File: config.mk
export PLATFORM = sky130hd
export DESIGN_NAME = apb_master_arbiter
export DESIGN_NICKNAME = d
export VERILOG_FILES = /design/src/rtl/apb_names_pkg.sv /design/src/rtl/apb_rr_picker.sv /design/src/rtl/apb_master_arbiter.sv
export SDC_FILE = /design/constraint.sdc
export NUM_CORES = 1
export LEC_CHECK = 0
export CORE_AREA = 10 10 164 166
export DETAILED_ROUTE_END_ITERATION = 8
export DIE_AREA = 0 0 174 176
export MAX_ROUTING_LAYER = met4
export PLACE_DENSITY = 0.72
export SYNTH_ARGS = -nofsm -noshare
export SYNTH_HDL_FRONTEND = slang
export SYNTH_SLANG_ARGS = --single-unit
export TNS_END_PERCENT = 100
File: constraint.sdc
create_clock -name pclk -period 5.4 [get_ports pclk]
set_input_delay 0.81 -clock pclk [delete_from_list [all_inputs] [get_ports pclk]]
set_output_delay 0.81 -clock pclk [all_outputs]
set_load 0.005 [all_outputs]
File: src/rtl/apb_names_pkg.sv
// Shared APB signal types and the arbiter FSM state encoding.
package apb_names_pkg;

  localparam int unsigned PPROT_W = 3;

  typedef logic [PPROT_W-1:0] pprot_t;
  typedef logic               pwrite_t;
  typedef logic               pslverr_t;

  typedef enum logic [1:0] {
    ST_IDLE   = 2'd0,
    ST_SETUP  = 2'd1,
    ST_ACCESS = 2'd2
  } apb_arb_state_t;

  function automatic int unsigned strb_width(input int unsigned data_w);
    return data_w / 8;
  endfunction

endpackage

File: src/rtl/apb_rr_picker.sv
// Combinational round-robin select: first set request at or above ptr, wrapping.
module apb_rr_picker #(
  parameter int unsigned NUM_REQ = 4,
  parameter int unsigned IDX_W   = $clog2(NUM_REQ)
) (
  input  logic [NUM_REQ-1:0] req,
  input  logic [IDX_W-1:0]   ptr,
  output logic [NUM_REQ-1:0] grant_c,
  output logic [IDX_W-1:0]   idx_c,
  output logic               any_c
);

  // Walk from the farthest candidate back toward ptr so the nearest one wins.
  always_comb begin
    int unsigned j;
    j       = 0;
    idx_c   = '0;
    any_c   = |req;
    for (int k = NUM_REQ - 1; k >= 0; k--) begin
      j = (32'(ptr) + 32'(k)) % NUM_REQ;
      if (req[IDX_W'(j)]) idx_c = IDX_W'(j);
    end
    grant_c = any_c ? (NUM_REQ'(1) << idx_c) : '0;
  end

endmodule

File: src/rtl/apb_master_arbiter.sv
// Round-robin arbiter sharing one APB requester port among NUM_REQ clients.
// Optional ACCESS-phase timeout abort when APB_TIMEOUT_EN is defined.
module apb_master_arbiter
  import apb_names_pkg::*;
#(
  parameter int unsigned NUM_REQ        = 4,
  parameter int unsigned ADDR_W         = 32,
  parameter int unsigned DATA_W         = 32,
  parameter int unsigned TIMEOUT_CYCLES = 256
) (
  input  logic                         pclk,
  input  logic                         preset,
  input  logic [NUM_REQ-1:0]           req_valid,
  output logic [NUM_REQ-1:0]           req_ready,
  input  logic [NUM_REQ*ADDR_W-1:0]    req_addr,
  input  logic [NUM_REQ-1:0]           req_write,
  input  logic [NUM_REQ*DATA_W-1:0]    req_wdata,
  input  logic [NUM_REQ*(DATA_W/8)-1:0] req_strb,
  input  logic [NUM_REQ*PPROT_W-1:0]   req_prot,
  output logic [NUM_REQ-1:0]           rsp_valid,
  output logic [DATA_W-1:0]            rsp_rdata,
  output pslverr_t                     rsp_slverr,
  output logic                         psel,
  output logic                         penable,
  output pwrite_t                      pwrite,
  output logic [ADDR_W-1:0]            paddr,
  output logic [DATA_W-1:0]            pwdata,
  output logic [DATA_W/8-1:0]          pstrb,
  output pprot_t                       pprot,
  input  logic [DATA_W-1:0]            prdata,
  input  logic                         pready,
  input  pslverr_t                     pslverr
);

  localparam int unsigned IDX_W  = $clog2(NUM_REQ);
  localparam int unsigned STRB_W = strb_width(DATA_W);

  if (NUM_REQ < 2 || NUM_REQ > 8 || TIMEOUT_CYCLES < 2) begin : g_param_check
    $error("apb_master_arbiter: NUM_REQ must be 2..8 and TIMEOUT_CYCLES >= 2");
  end

  apb_arb_state_t     state;
  logic [IDX_W-1:0]   ptr;
  logic [IDX_W-1:0]   gnt_idx;
  logic [NUM_REQ-1:0] grant_c;
  logic [IDX_W-1:0]   idx_c;
  logic               any_c;

`ifdef APB_TIMEOUT_EN
  localparam int unsigned CNT_W = $clog2(TIMEOUT_CYCLES);
  logic [CNT_W-1:0] to_cnt;
`endif

  apb_rr_picker #(
    .NUM_REQ (NUM_REQ),
    .IDX_W   (IDX_W)
  ) u_picker (
    .req     (req_valid),
    .ptr     (ptr),
    .grant_c (grant_c),
    .idx_c   (idx_c),
    .any_c   (any_c)
  );

  // The APB payload registers double as the request latch.
  always_ff @(posedge pclk or posedge preset) begin
    if (preset) begin
      state      <= ST_IDLE;
      ptr        <= '0;
      gnt_idx    <= '0;
      req_ready  <= '0;
      rsp_valid  <= '0;
      rsp_rdata  <= '0;
      rsp_slverr <= 1'b0;
      psel       <= 1'b0;
      penable    <= 1'b0;
      pwrite     <= 1'b0;
      paddr      <= '0;
      pwdata     <= '0;
      pstrb      <= '0;
      pprot      <= '0;
`ifdef APB_TIMEOUT_EN
      to_cnt     <= '0;
`endif
    end else begin
      req_ready  <= '0;
      rsp_valid  <= '0;
      rsp_rdata  <= '0;
      rsp_slverr <= 1'b0;
      case (state)
        ST_IDLE: begin
          psel    <= 1'b0;
          penable <= 1'b0;
          pwrite  <= 1'b0;
          paddr   <= '0;
          pwdata  <= '0;
          pstrb   <= '0;
          pprot   <= '0;
          if (any_c) begin
            req_ready <= grant_c;
            gnt_idx   <= idx_c;
            ptr       <= (32'(idx_c) == NUM_REQ - 1) ? '0 : idx_c + IDX_W'(1);
            psel      <= 1'b1;
            pwrite    <= req_write[idx_c];
            paddr     <= req_addr[32'(idx_c)*ADDR_W +: ADDR_W];
            pwdata    <= req_wdata[32'(idx_c)*DATA_W +: DATA_W];
            pstrb     <= req_strb[32'(idx_c)*STRB_W +: STRB_W];
            pprot     <= req_prot[32'(idx_c)*PPROT_W +: PPROT_W];
            state     <= ST_SETUP;
          end
        end
        ST_SETUP: begin
          penable <= 1'b1;
`ifdef APB_TIMEOUT_EN
          to_cnt  <= '0;
`endif
          state   <= ST_ACCESS;
        end
        ST_ACCESS: begin
          if (pready) begin
            psel       <= 1'b0;
            penable    <= 1'b0;
            rsp_valid  <= NUM_REQ'(1) << gnt_idx;
            rsp_slverr <= pslverr;
            rsp_rdata  <= pwrite ? '0 : prdata;
            state      <= ST_IDLE;
          end
`ifdef APB_TIMEOUT_EN
          else if (32'(to_cnt) == TIMEOUT_CYCLES - 1) begin
            psel       <= 1'b0;
            penable    <= 1'b0;
            rsp_valid  <= NUM_REQ'(1) << gnt_idx;
            rsp_slverr <= 1'b1;
            state      <= ST_IDLE;
          end else begin
            to_cnt <= to_cnt + CNT_W'(1);
          end
`endif
        end
        default: state <= ST_IDLE;
      endcase
    end
  end

endmodule

### Yosys cells after proc, flatten, opt, wreduce, memory -nomap -nowiden

Cells that the tools add are included.

* register bits: 121
* input port bits: 328
* output and inout bits: 115
* word-level logic and storage cells: 79

* $add $sub $neg: 4
* multipliers: 1
* $lt $le $gt $ge: 5
* equality and inequality tests: 5
* shift operators: 6
* muxes and demuxes: 36
* reduce and logical (&&, ||, !) cells: 8

Operator list (count)
* $shiftx 128x8->32: 2
* $mux 32: 5
* $mux 4: 5
* $shiftx 16x5->4: 1
* $lt 2x3->1 const B: 5
* $mux 2: 7
* $shiftx 12x5->3: 1
* $bmux 1 s2: 5
* $mux 1: 10
* $reduce_and 2->1: 4
* $shl 1x2->4 const A: 2
* $pmux 2 s3: 1
* $add 2x1->2 const B: 2
* $add 2x2->2 const B: 2
* $eq 2x2->1 const B: 2
* $mul 2x2->4 const B: 1
* $ne 2x2->1 const B: 2
* $reduce_or 4->1: 1
* $mux 3: 1
* $pmux 1 s3: 1
* $reduce_bool 3->1: 1
* $eq 2x1->1 const B: 1
* $logic_not 2->1: 1
* $pmux 1 s2: 1
* $reduce_bool 2->1: 1

### Logic depth before layout (Yosys ltp)

Gate-level depths: netlist (run 1).

* word-level depth: 10
* gate-level depth with buffers: 8
* depth with buffers taken out: 6

### By module

From an unflattened synthesis (run 1), not the netlist that was laid out.

* cell total of the unflattened synthesis: 393
* area, all modules: 6075.8 um2

By module, submodules not included
* apb_master_arbiter: times used 1, cells each 364, area each 5878.1 um2, sequential area each 3027.9 um2
* apb_rr_picker: times used 1, cells each 29, area each 197.7 um2, sequential area each 0.0 um2

### Worst setup path before layout (run 1)

No wires, ideal clock.

* path kind: input -> register
* start: in req_valid[1]
* end: reg ptr[0]
* library setup time: 95 ps
* arrival: 2271 ps
* data required time: 5305 ps
* path slack: 3034 ps
* cell stages on the path: 7
* path buffers: 2
* path through: or3b_2 > o221ai_1 > buf_4 > buf_4 > inv_1 > ha_1 > o31ai_1

* word-level cells in the longest chain between the ends: 8
* elaborated cells on any way between the ends: 17
* classes of those cells: 1 x add/sub; 1 x eq/ne; 13 x mux; 2 x reduce/logical

Ends and longest elaborated chain
* from (decl): RTL line apb_master_arbiter.sv:13 `input logic [NUM_REQ-1:0] req_valid,`
* $bmux 1 s2: RTL line apb_rr_picker.sv:21 `if (req[IDX_W'(j)]) idx_c = IDX_W'(j);`
* $mux 1 (not written as such): RTL line apb_rr_picker.sv:21
* $mux 2 (4 in a row): RTL line apb_rr_picker.sv:21
* $add 2x1->2 or $eq 2x2->1 (tied branches): RTL line apb_master_arbiter.sv:102 `ptr <= (32'(idx_c) == NUM_REQ - 1) ? '0 : idx_c + IDX_W'(1);`
* $mux 2: RTL line apb_master_arbiter.sv:102
* to (signal assigned): RTL line apb_master_arbiter.sv:102
* to (decl): RTL line apb_master_arbiter.sv:43 `logic [IDX_W-1:0] ptr;`

Several ways; a longest one is shown, not always the timed one. The select of a mux whose other input is x is not followed.
A chain may end at the register's enable or synchronous reset.

### Worst setup path in the final report (run 1)

* start: in req_valid[2]
* end: reg pwdata[10]

* word-level cells in the longest chain between the ends: 8
* elaborated cells on any way between the ends: 15
* classes of those cells: 1 x shift; 13 x mux; 1 x reduce/logical

Ends and longest elaborated chain
* $bmux 1 s2: RTL line apb_rr_picker.sv:21
* $mux 1 (not written as such): RTL line apb_rr_picker.sv:21
* $mux 2 (4 in a row): RTL line apb_rr_picker.sv:21
* $shiftx 128x8->32: RTL line apb_master_arbiter.sv:106 `pwdata <= req_wdata[32'(idx_c)*DATA_W +: DATA_W];`
* $mux 32 (*): RTL line apb_master_arbiter.sv:99 `if (any_c) begin`
* to (signal assigned): RTL line apb_master_arbiter.sv:106
* to (decl): RTL line apb_master_arbiter.sv:27 `output logic [DATA_W-1:0] pwdata,`

Mark *: on every way between the ends. The rest lies on a longest branch, timed or not. The select of a mux whose other input is x is not followed.

==> implementation parameters, run 1 <==
Parameter                              Value

Place
  Routability-driven placement congestion ratio    0.8010
  DPL Wire Length    20910 µm
  Placement Setup Slack    1789 ps
  Instance area at placement    10780 µm²
  Count of placed standard cells including taps    1264
  Number of buffer cells added on primary ports    442

STA
  Setup TNS after final layout    0 ps
  Worst-margin pin slew    944.4 ps
  Final clock period utilization by the worst path    58.96%
  Unrepaired setup endpoints after global routing    false
  Final-layout worst hold slack    485.3 ps
  Count of endpoints failing hold in the final timing report    0
  Worst path setup slack after routing    2216 ps
  Max Clk Rate    314.1 MHz
  Worst Clk Skew    13.74 ps
  Min Clock Period, post-route    3184 ps
  Relative slew slack    37.04%
  Final Slew Violations    0
  Setup-violating endpoint count in the final report    0

GRT
  Global-route wire length before repair    39140 µm
  GRT Total Usage    17.03%
  Number of global-route vias before repair    6445
  Total congestion overflow after global routing    0
  Number of antenna violations at the first check in global routing    0
  Pin count of the biggest net entering global routing    75

Clock tree
  Clock tree from TritonCTS    yes
  Count of H-tree levels built during CTS    4
  Clock buffer depth    2
  Insertion delay to the later sink of the worst-skew pair    420 ps
  Post-CTS Repair Setup Buffers    0
  Total clock buffers created by CTS    17
  Number of clock sinks seen by CTS    121
  Hold-fix buffers, CTS    0
  Cts repair resizes    0
  Post-CTS clock slew at the launch and capture registers of the worst setup and hold paths    70 ps
  Master cell of the clock root buffer    clkbuf_16

Worst setup path
  Capturing point of the worst reg2reg path    ptr[0]
  Top fanout value on the critical path    49
  Arrival time at the worst endpoint    3410 ps
  Startpoint type of the worst setup path    primary input
  Setup CP Type    in -> reg
  Setup slack on the worst flop-to-flop path    2860 ps
  Endpoint type of the worst setup path    flip-flop
  Startpoint of the most critical register-to-register path    ptr[1]
  Worst Reg2Reg Path Length in Cells    6
  Required time reported for the critical path endpoint    5630 ps

Floorplanning
  Horizontal die dimension    174 µm
  Count of boundary I/O pins    443
  Die Height    176 µm
  Placement row count    57
  Die area    30620 µm²
  Core Footprint    23820 µm²
  Initial standard-cell utilization of the core    25.56%

Pwr
  Cell Int Power    3.166 mW
  Largest voltage drop on the vdd net    0.2175 mV
  Leakage dissipation    5.082 nW
  Share of power burned in combinational logic    48.1%
  Switching part of the total power    36.49%
  Net switching component of the power    1.819 mW
  Power per cell area    438.1 nW/µm²
  Register share of total power    29.0%
  Clock power frac    22.9%

Drt
  DRC Markers    0
  Number of vias per cell    4.594
  Initial DRT Pass Iterations    6
  Antenna violation net count after detailed routing    0
  Overall via count from detail_route    5954
  Total Routed Length    26670 µm
  Iter 0 DRT Violations    422
  Wire per inst    20.58 µm

Run status
  Run status    finished, final reports clean

Cells and area
  Number of nets in the final layout    1288
  Multi-input combinational cell area    2828 µm²
  Non-filler cells in the finished layout    1296
  Register Area    3028 µm²
  Fill cell total of the finished layout    2234
  Diode insertion count for antenna repair    0
  Area growth from synthesis to layout    86.89%
  Layout cell share with drive strength beyond 1    4.733%
  Final std cell area, no fill    11380 µm²

Min path
  Hold EP    pwdata[16]
  Class of the tightest hold or removal check    reg -> reg
  Min-Delay Startpoint    pwdata[16]
  Instance count along the most critical hold path    2

Synth
  Per-instance average area after synthesis    11.40 µm²
  Seq/Total Area, Yosys    49.73%
  Seq cells post-synth    121
  Cell count after synthesis    534
  Synth Warn #    0
  Post-Synthesis Net Count    863
  Total standard cell area after synthesis    6088 µm²
  Count of different cell masters after synthesis    29

Flow run
  Number of maximum-capacitance constraint violations    0
[logic make-up (layout without fill, tap and decap cells)]
| logic type | after synthesis | after routing | synth area share (%) |
|---|---|---|---|
| AND/OR/NAND/NOR | 136 | 136 | 10.46 |
| flip-flops | 121 | 121 | 49.73 |
| adder cells (fa/ha/maj) | 1 | 1 | 0.2055 |
| buffers and inverters | 49 | 487 | 4.295 |
| multiplexers | 146 | 146 | 24.00 |
| AO/OA/AOI/OAI | 81 | 81 | 11.30 |
[layout make-up]
cell class	count	share of cell area [%]
multi-input cells	364	24.85
inverters	5	0.1869
clock inverters	15	1.528
clock buffers	17	3.739
repair buffers	450	39.52
well taps	324	3.563
flip-flops and latches	121	26.61
[cells in the final DEF (no fill, tap or decap), types with 4 or more instances in the layout]
cell type and n:
and2_1 34, buf_4 7, clkbuf_16 17, clkdlybuf4s50_1 442, clkinv_8 4, dfrtp_1 121, inv_1 4, inv_6 4
inv_8 5, mux2i_1 146, nand2_1 82, nor2_1 6, o221ai_1 72
[worst max-delay path, cell delays in order]
cell and delay (ps):
clkdlybuf4s50_1 480, nor4_1 390, or2_1 320, inv_1 160, o21ai_4 330, buf_4 610, o221ai_1 230
[stage by stage]
| step | util [%] | power [mW] |
|---|---|---|
| after floorplan | - | 2.675 |
| after global placement | 45.25 | 3.862 |
| after detailed placement | 45.25 | 3.905 |
| after CTS | 47.77 | 5.074 |
| after global routing | 47.77 | 5.308 |
| final | 47.77 | 4.985 |
[sequential cells by signal (all words and copies together) (netlist names)]
register	flops
psel	1
req_ready	4
pwdata	32
paddr	32
state	2
penable	1
pprot	3
rsp_slverr	1
gnt_idx	2
rsp_valid	4
pstrb	4
rsp_rdata	32
ptr	2
pwrite	1
[worst max path at each step]
stage,start,to,depth (start not counted)
after floorplan,preset,gnt_idx[0],1
after global placement,req_valid[3],pprot[0],7
after detailed placement,req_valid[2],pwdata[10],7
after CTS,req_valid[3],pwdata[10],7
after global routing,req_valid[2],pwdata[10],7
final,req_valid[2],pwdata[10],7
[metal layers]
metal | track usage (%) | share of wire (%)
met5 | - | 0
met4 | 3.990 | 1.1
met3 | 6.279 | 8.2
met2 | 28.02 | 50
met1 | 19.47 | 41
[power by group through the flow]
| stage | clock [mW] | combinational (mW) | sequential [mW] |
|---|---|---|---|
| floorplan | 0 | 1.22 | 1.45 |
| global placement | 0 | 2.41 | 1.45 |
| detailed placement | 0 | 2.45 | 1.46 |
| CTS | 1.17 | 2.45 | 1.45 |
| global route | 1.22 | 2.61 | 1.48 |
| finish | 1.14 | 2.40 | 1.45 |
[synthesized netlist by cell type]
library cell / number / area share [%]
buf_1: 1 / 0.062
or3_4: 1 / 0.18
inv_1: 5 / 0.31
clkbuf_1: 14 / 0.86
nand2_1: 82 / 5.1
or3b_2: 1 / 0.14
nand3_1: 1 / 0.082
nor2_1: 6 / 0.37
a21oi_1: 2 / 0.16
o221ai_1: 73 / 11
nor2b_1: 2 / 0.21
nor3_1: 1 / 0.082
clkbuf_4: 1 / 0.12
and2_1: 34 / 3.5
and3_1: 2 / 0.21
a311oi_1: 1 / 0.14
buf_2: 20 / 1.6
a21boi_0: 1 / 0.12
nand2b_1: 2 / 0.21
dfrtp_1: 121 / 50
nor3b_1: 1 / 0.12
ha_1: 1 / 0.21
o21ai_0: 3 / 0.25
or2_1: 2 / 0.21
buf_4: 3 / 0.37
mux2i_1: 146 / 24
nor4_1: 1 / 0.10
o31ai_1: 1 / 0.12
buf_6: 5 / 0.92
(Power assumes the default switching activity.)
==> run 2: changes to the inputs <==
clock period = 3.1 ns   (was 5.4 ns; I/O delays follow)
==> run 2 against run 1 <==
Routed wire length rose by 2.6%. Final area rose by 1.4%. First-iteration DRC count fell by 56%.
==> implementation parameters, run 2 (synthesis gave the netlist of run 1 again) <==
Parameter                              Value

Floorplanning
  Initial standard-cell utilization of the core    25.56% (unchanged)
  Horizontal die dimension    174 µm (unchanged)
  Core Footprint    23820 µm² (unchanged)
  Placement row count    57 (unchanged)
  Count of boundary I/O pins    443 (unchanged)
  Die Height    176 µm (unchanged)
  Die area    30620 µm² (unchanged)

Pwr
  Power per cell area    771.6 nW/µm² (+76%)
  Leakage dissipation    5.147 nW (+1.3%)
  Clock power frac    23.1% (+0.2 points)
  Share of power burned in combinational logic    48.8% (+0.7 points)
  Register share of total power    28.0% (-1.0 points)
  Cell Int Power    5.709 mW (+80%)
  Largest voltage drop on the vdd net    0.4704 mV (+120%)
  Total power consumption of the routed design    8.899 mW (+79%)
  Net switching component of the power    3.191 mW (+75%)
  Switching part of the total power    35.85% (-0.64 points)

Worst setup path
  Endpoint type of the worst setup path    flip-flop
  Top fanout value on the critical path    37 (-24%)
  Setup CP Type    in -> reg
  Delay contributed by the slowest stage of the critical path    540 ps (-70 ps)
  Worst Reg2Reg Path Length in Cells    6 (unchanged)
  Setup slack on the worst flop-to-flop path    960 ps (-1900 ps)
  Required time reported for the critical path endpoint    3380 ps (-2250 ps)
  Critical-path cell list    clkdlybuf4s50_1, or3b_2, o221ai_4, buf_12, buf_12, mux2i_1, o221ai_1
  Crit-path most repeated cell    buf_12
  Startpoint of the most critical register-to-register path    ptr[1]
  Startpoint type of the worst setup path    primary input
  Capturing point of the worst reg2reg path    pwdata[22]
  CP endpoint    pwdata[22]
  Critical path origin    req_valid[2]
  Slowest cell on the critical path    clkdlybuf4s50_1
  Arrival time at the worst endpoint    2580 ps (-830 ps)

Clock tree
  Post-CTS clock slew at the launch and capture registers of the worst setup and hold paths    70 ps (about the same)
  Clock buffer depth    2 (unchanged)
  Clock tree from TritonCTS    yes
  Total clock buffers created by CTS    17 (unchanged)
  Cts repair resizes    0 (unchanged)
  Post-CTS Repair Setup Buffers    0 (unchanged)
  Number of clock sinks seen by CTS    121 (unchanged)
  Hold-fix buffers, CTS    0 (unchanged)
  Insertion delay to the later sink of the worst-skew pair    420 ps (about the same)
  Count of H-tree levels built during CTS    4 (unchanged)
  Master cell of the clock root buffer    clkbuf_16

GRT
  Pin count of the biggest net entering global routing    113 (+51%)
  Number of global-route vias before repair    6561 (+1.8%)
  Global-route wire length before repair    40660 µm (+3.9%)
  GRT Total Usage    17.70% (+0.67 points)
  Number of antenna violations at the first check in global routing    1 (+1)
  Total congestion overflow after global routing    0 (unchanged)

STA
  Setup-violating endpoint count in the final report    0 (unchanged)
  Worst Clk Skew    12.92 ps (-0.8200 ps)
  Worst-margin pin slew    916.3 ps (-28.07 ps)
  Unrepaired setup endpoints after global routing    false
  Count of endpoints failing hold in the final timing report    0 (unchanged)
  Max Clk Rate    434.9 MHz
  Min Clock Period, post-route    2299 ps
  Final clock period utilization by the worst path    74.17%
  Final-layout worst hold slack    327.3 ps (-157.9 ps)
  Setup TNS after final layout    0 ps (unchanged)
  Relative slew slack    38.91% (+1.9 points)
  Final Slew Violations    0 (unchanged)

Place
  DPL Wire Length    21320 µm (+1.9%)
  Number of buffer cells added on primary ports    442 (unchanged)
  Routability-driven placement congestion ratio    0.8175 (+2.1%)

Cells and area
  Area growth from synthesis to layout    89.44%
  Largest regs    paddr: 32 flops, pwdata: 32 flops, rsp_rdata: 32 flops
  Layout cell share with drive strength beyond 1    5.612% (+0.88 points)
  Most common cell after layout, fill and taps aside    clkdlybuf4s50_1
  Number of nets in the final layout    1296 (+0.62%)
  Most used cells in the layout excluding fill and tap cells    clkdlybuf4s50_1 (442), mux2i_1 (146), dfrtp_1 (121)

Drt
  Antenna violation net count after detailed routing    0 (unchanged)
  Number of vias per cell    4.556 (-0.84%)
  Initial DRT Pass Iterations    5 (-1)
  Overall via count from detail_route    5945 (-0.15%)
  Wire per inst    20.96 µm (+1.9%)
  DRC Markers    0 (unchanged)
  Iter 0 DRT Violations    185 (-56%)
  Total Routed Length    27360 µm (+2.6%)

Flow run
  Number of maximum-capacitance constraint violations    0 (unchanged)

Min path
  Class of the tightest hold or removal check    in -> async

Run status
  Run status    finished, final reports clean
-- run 2: changes by cell type in the layout (fill, tap and decap cells not counted), sizes merged --
cell	change
clkinv	-4
bufinv	+1
buf	+8
diode	+1
clkinvlp	+3
-- run 2: critical path, delay by kind of cell --
family	cells	cell delay (ps)
compound gates	2	250
buf+inv	3	1080
mux	1	230
simple gates	1	500
-- run 2: area by class of cell --
cell class / instances / area [µm²]
clock inverter: 15 / 175.2
clock buffer: 17 / 425.4
inverter: 5 / 22.52
sequential: 121 / 3028
antenna: 1 / 2.502
fill: 2245 / 12290
tap: 324 / 405.4
multi-input combinational: 364 / 2830
timing repair buffer: 458 / 4644
-- run 2: power by group through the flow --
stage	clock network, mW	registers [mW]	logic, mW
after CTS	2.12	2.50	4.43
after detailed placement	0	2.52	4.42
final	2.06	2.50	4.35
after global placement	0	2.50	4.36
after floorplan	0	2.53	2.13
after global routing	2.20	2.57	4.73
-- run 2: layer usage --
metal  GRT usage (%)  vias to the layer above  routed length, µm
met5               -                        -                  0
met4           3.563                        0                233
met3           6.600                       14               2143
met2           29.76                      291              13700
met1           19.87                     2806              11280
li1                -                     2834                  -
-- run 2: worst min path at each step --
stage                    endpoint  cells after the start
global route        rsp_rdata[15]                      2
global placement         paddr[5]                      2
CTS                 rsp_rdata[11]                      2
floorplan            rsp_valid[1]                      1
detailed placement       pstrb[1]                      2
finish                   pstrb[2]                      2
-- run 2: stage by stage --
step / setup slack (ps) / cell area [µm²] / util [%] / std cells
after global routing: 702.2 / 11530 / 48.42 / 1305
after CTS: 842.8 / 11530 / 48.41 / 1304
final: 800.7 / 11530 / 48.42 / 1305
after floorplan: 1079 / 6092 / - / 534
after global placement: 440.6 / 10930 / 45.89 / 1272
after detailed placement: 396.3 / 10930 / 45.89 / 1272
==> run 3: changes to the inputs <==
clock period = 2.23 ns   (was 3.1 ns; I/O delays follow)
==> run 3 against run 2 <==
Register-to-register slack got worse by 760 ps. Count of clock-buffer cells in the layout unchanged. Critical path depth decreased by 1. Utilization increased by 1.5 points. Highest routed layer unchanged.
==> implementation parameters, run 3 (synthesis gave the netlist of run 1 again) <==
Parameter                              Value

Worst setup path
  Required time reported for the critical path endpoint    2510 ps (-870 ps)
  Worst path depth    6 (-1)
  Critical-path cell list    or3b_2, o221ai_4, buf_12, buf_12, mux2i_1, o221ai_1
  Setup CP Type    reg -> reg
  Buffers plus inverters on the worst setup path    2 (-1)
  Crit-path most repeated cell    buf_12
  Top fanout value on the critical path    22 (-41%)
  Worst Reg2Reg Path Length in Cells    6 (unchanged)
  Slowest cell on the critical path    or3b_2
  Arrival time at the worst endpoint    2300 ps (-280 ps)
  Delay contributed by the slowest stage of the critical path    500 ps (-40 ps)
  Startpoint type of the worst setup path    flip-flop
  Endpoint type of the worst setup path    flip-flop
  Largest delay share family, worst path    simple AND/OR/NAND/NOR gates

Run status
  Run status    finished, final reports clean

Clock tree
  Clock tree from TritonCTS    yes
  Total clock buffers created by CTS    17 (unchanged)
  Cts repair resizes    0 (unchanged)
  Post-CTS Repair Setup Buffers    0 (unchanged)
  Master cell of the clock root buffer    clkbuf_16
  Post-CTS clock slew at the launch and capture registers of the worst setup and hold paths    70 ps (about the same)
  Hold-fix buffers, CTS    0 (unchanged)
  Number of clock sinks seen by CTS    121 (unchanged)
  Count of H-tree levels built during CTS    4 (unchanged)
  Clock buffer depth    2 (unchanged)
  Insertion delay to the later sink of the worst-skew pair    420 ps (about the same)

STA
  Final clock period utilization by the worst path    90.82%
  Max Clk Rate    493.7 MHz
  Relative slew slack    37.75% (-1.2 points)
  Unrepaired setup endpoints after global routing    false
  Worst Clk Skew    12.28 ps (-0.6348 ps)
  Count of endpoints failing hold in the final timing report    0 (unchanged)
  Setup TNS after final layout    0 ps (unchanged)
  Final Slew Violations    0 (unchanged)
  Min Clock Period, post-route    2025 ps
  Setup-violating endpoint count in the final report    0 (unchanged)
  Worst-margin pin slew    933.7 ps (+17.43 ps)

Drt
  Iter 0 DRT Violations    349 (+89%)
  Wire per inst    20.87 µm (-0.43%)
  Initial DRT Pass Iterations    4 (-1)
  Total Routed Length    27840 µm (+1.8%)
  Number of vias per cell    4.606 (+1.1%)
  Overall via count from detail_route    6145 (+3.4%)
  DRC Markers    0 (unchanged)
  Antenna violation net count after detailed routing    0 (unchanged)

Floorplanning
  Count of boundary I/O pins    443 (unchanged)
  Horizontal die dimension    174 µm (unchanged)
  Die Height    176 µm (unchanged)
  Initial standard-cell utilization of the core    25.56% (unchanged)
  Core Footprint    23820 µm² (unchanged)
  Placement row count    57 (unchanged)
  Die area    30620 µm² (unchanged)

GRT
  Number of global-route vias before repair    6625 (+0.98%)
  Global Route met2 Usage    28.96% (-0.80 points)
  Number of antenna violations at the first check in global routing    0 (-1)
  Global routing met3 resource utilization    6.856% (+0.26 points)
  Layer with the highest usage    met2
  Pin count of the biggest net entering global routing    74 (-35%)
  Global-route wire length before repair    40680 µm (about the same)
  Total congestion overflow after global routing    0 (unchanged)
  GRT Total Usage    17.76% (+0.059 points)
  Global routing met1 resource utilization    20.25% (+0.38 points)

Pwr
  Switching part of the total power    35.08% (-0.77 points)
  Clock power frac    23.2% (about the same)
  Cell Int Power    8.412 mW (+47%)
  Leakage dissipation    5.350 nW (+3.9%)
  Register share of total power    26.8% (-1.2 points)
  Power per cell area    1091 nW/µm² (+41%)
  Net switching component of the power    4.546 mW (+42%)
  Largest voltage drop on the vdd net    0.6684 mV (+42%)
  Share of power burned in combinational logic    50.1% (+1.3 points)

Cells and area
  Non-filler cells in the finished layout    1334 (+2.2%)
  Fill cell total of the finished layout    2223 (-0.98%)
  Largest regs    paddr: 32 flops, pwdata: 32 flops, rsp_rdata: 32 flops
  Share of the core filled with cells    49.88% (+1.5 points)
  Area growth from synthesis to layout    95.17%
  Layout cell share with drive strength beyond 1    8.416% (+2.8 points)
  Most used cells in the layout excluding fill and tap cells    clkdlybuf4s50_1 (442), mux2i_1 (146), dfrtp_1 (121)
  Diode insertion count for antenna repair    0 (-1)
  Most common cell after layout, fill and taps aside    clkdlybuf4s50_1
  Number of nets in the final layout    1326 (+2.3%)

Place
  DPL Wire Length    22180 µm (+4.0%)
  Number of buffer cells added on primary ports    442 (unchanged)
  Count of placed standard cells including taps    1302 (+2.4%)
  Routability-driven placement congestion ratio    0.8114 (-0.75%)

Min path
  Class of the tightest hold or removal check    in -> async

Flow run
  Number of maximum-capacitance constraint violations    0 (unchanged)
==> run 3: path summary, 6_finish.rpt <==
path                       startpoint       endpoint  slack [ps]
setup / recovery               ptr[1]     pwdata[29]         200
hold / removal                 preset         pwrite         380
setup reg to reg               ptr[1]     pwdata[29]         200
hold reg to reg            gnt_idx[1]   rsp_valid[1]         470
max in group asynchronous      preset       paddr[6]        1500
min in group pclk          prdata[21]  rsp_rdata[21]         470
==> run 3: final cells by class <==
class / count / area (µm²) / share of cell area (%)
flip-flops and latches: 121 / 3028 / 25.48
repair buffers: 488 / 4970 / 41.82
clock buffers: 17 / 425.4 / 3.580
well taps: 324 / 405.4 / 3.412
multi-input cells: 364 / 2830 / 23.82
clock inverters: 15 / 201.4 / 1.695
inverters: 5 / 22.52 / 0.1895
==> run 3: worst min-delay path, delay by kind of cell <==
kind | cells | cell delay, ps
buffers and inverters | 3 | 820
==> run 3: metrics by stage <==
step	hold WS (ps)	area, µm²	worst slack [ps]	power (mW)
6_report	375.6	11880	204.6	12.96
5_1_grt	406.7	11880	133.6	13.79
4_1_cts	362.0	11880	206.3	13.16
3_5_place_dp	472.4	11260	-132.9	10.08
3_3_place_gp	467.8	11260	-133.7	9.979
2_1_floorplan	448.4	6092	276.4	6.478
==> run 3: power by group through the flow <==
stage / sequential (mW) / combinational (mW) / clock, mW
CTS: 3.47 / 6.61 / 3.08
floorplan: 3.51 / 2.96 / 0
detailed placement: 3.50 / 6.58 / 0
global route: 3.57 / 7.03 / 3.19
global placement: 3.48 / 6.50 / 0
finish: 3.47 / 6.49 / 3.00
==> run 3: layer usage <==
metal	share of wire (%)	vias to the layer above
met5	0	-
met4	1.5	0
met3	8.6	20
met2	49	311
met1	41	2919
li1	-	2895
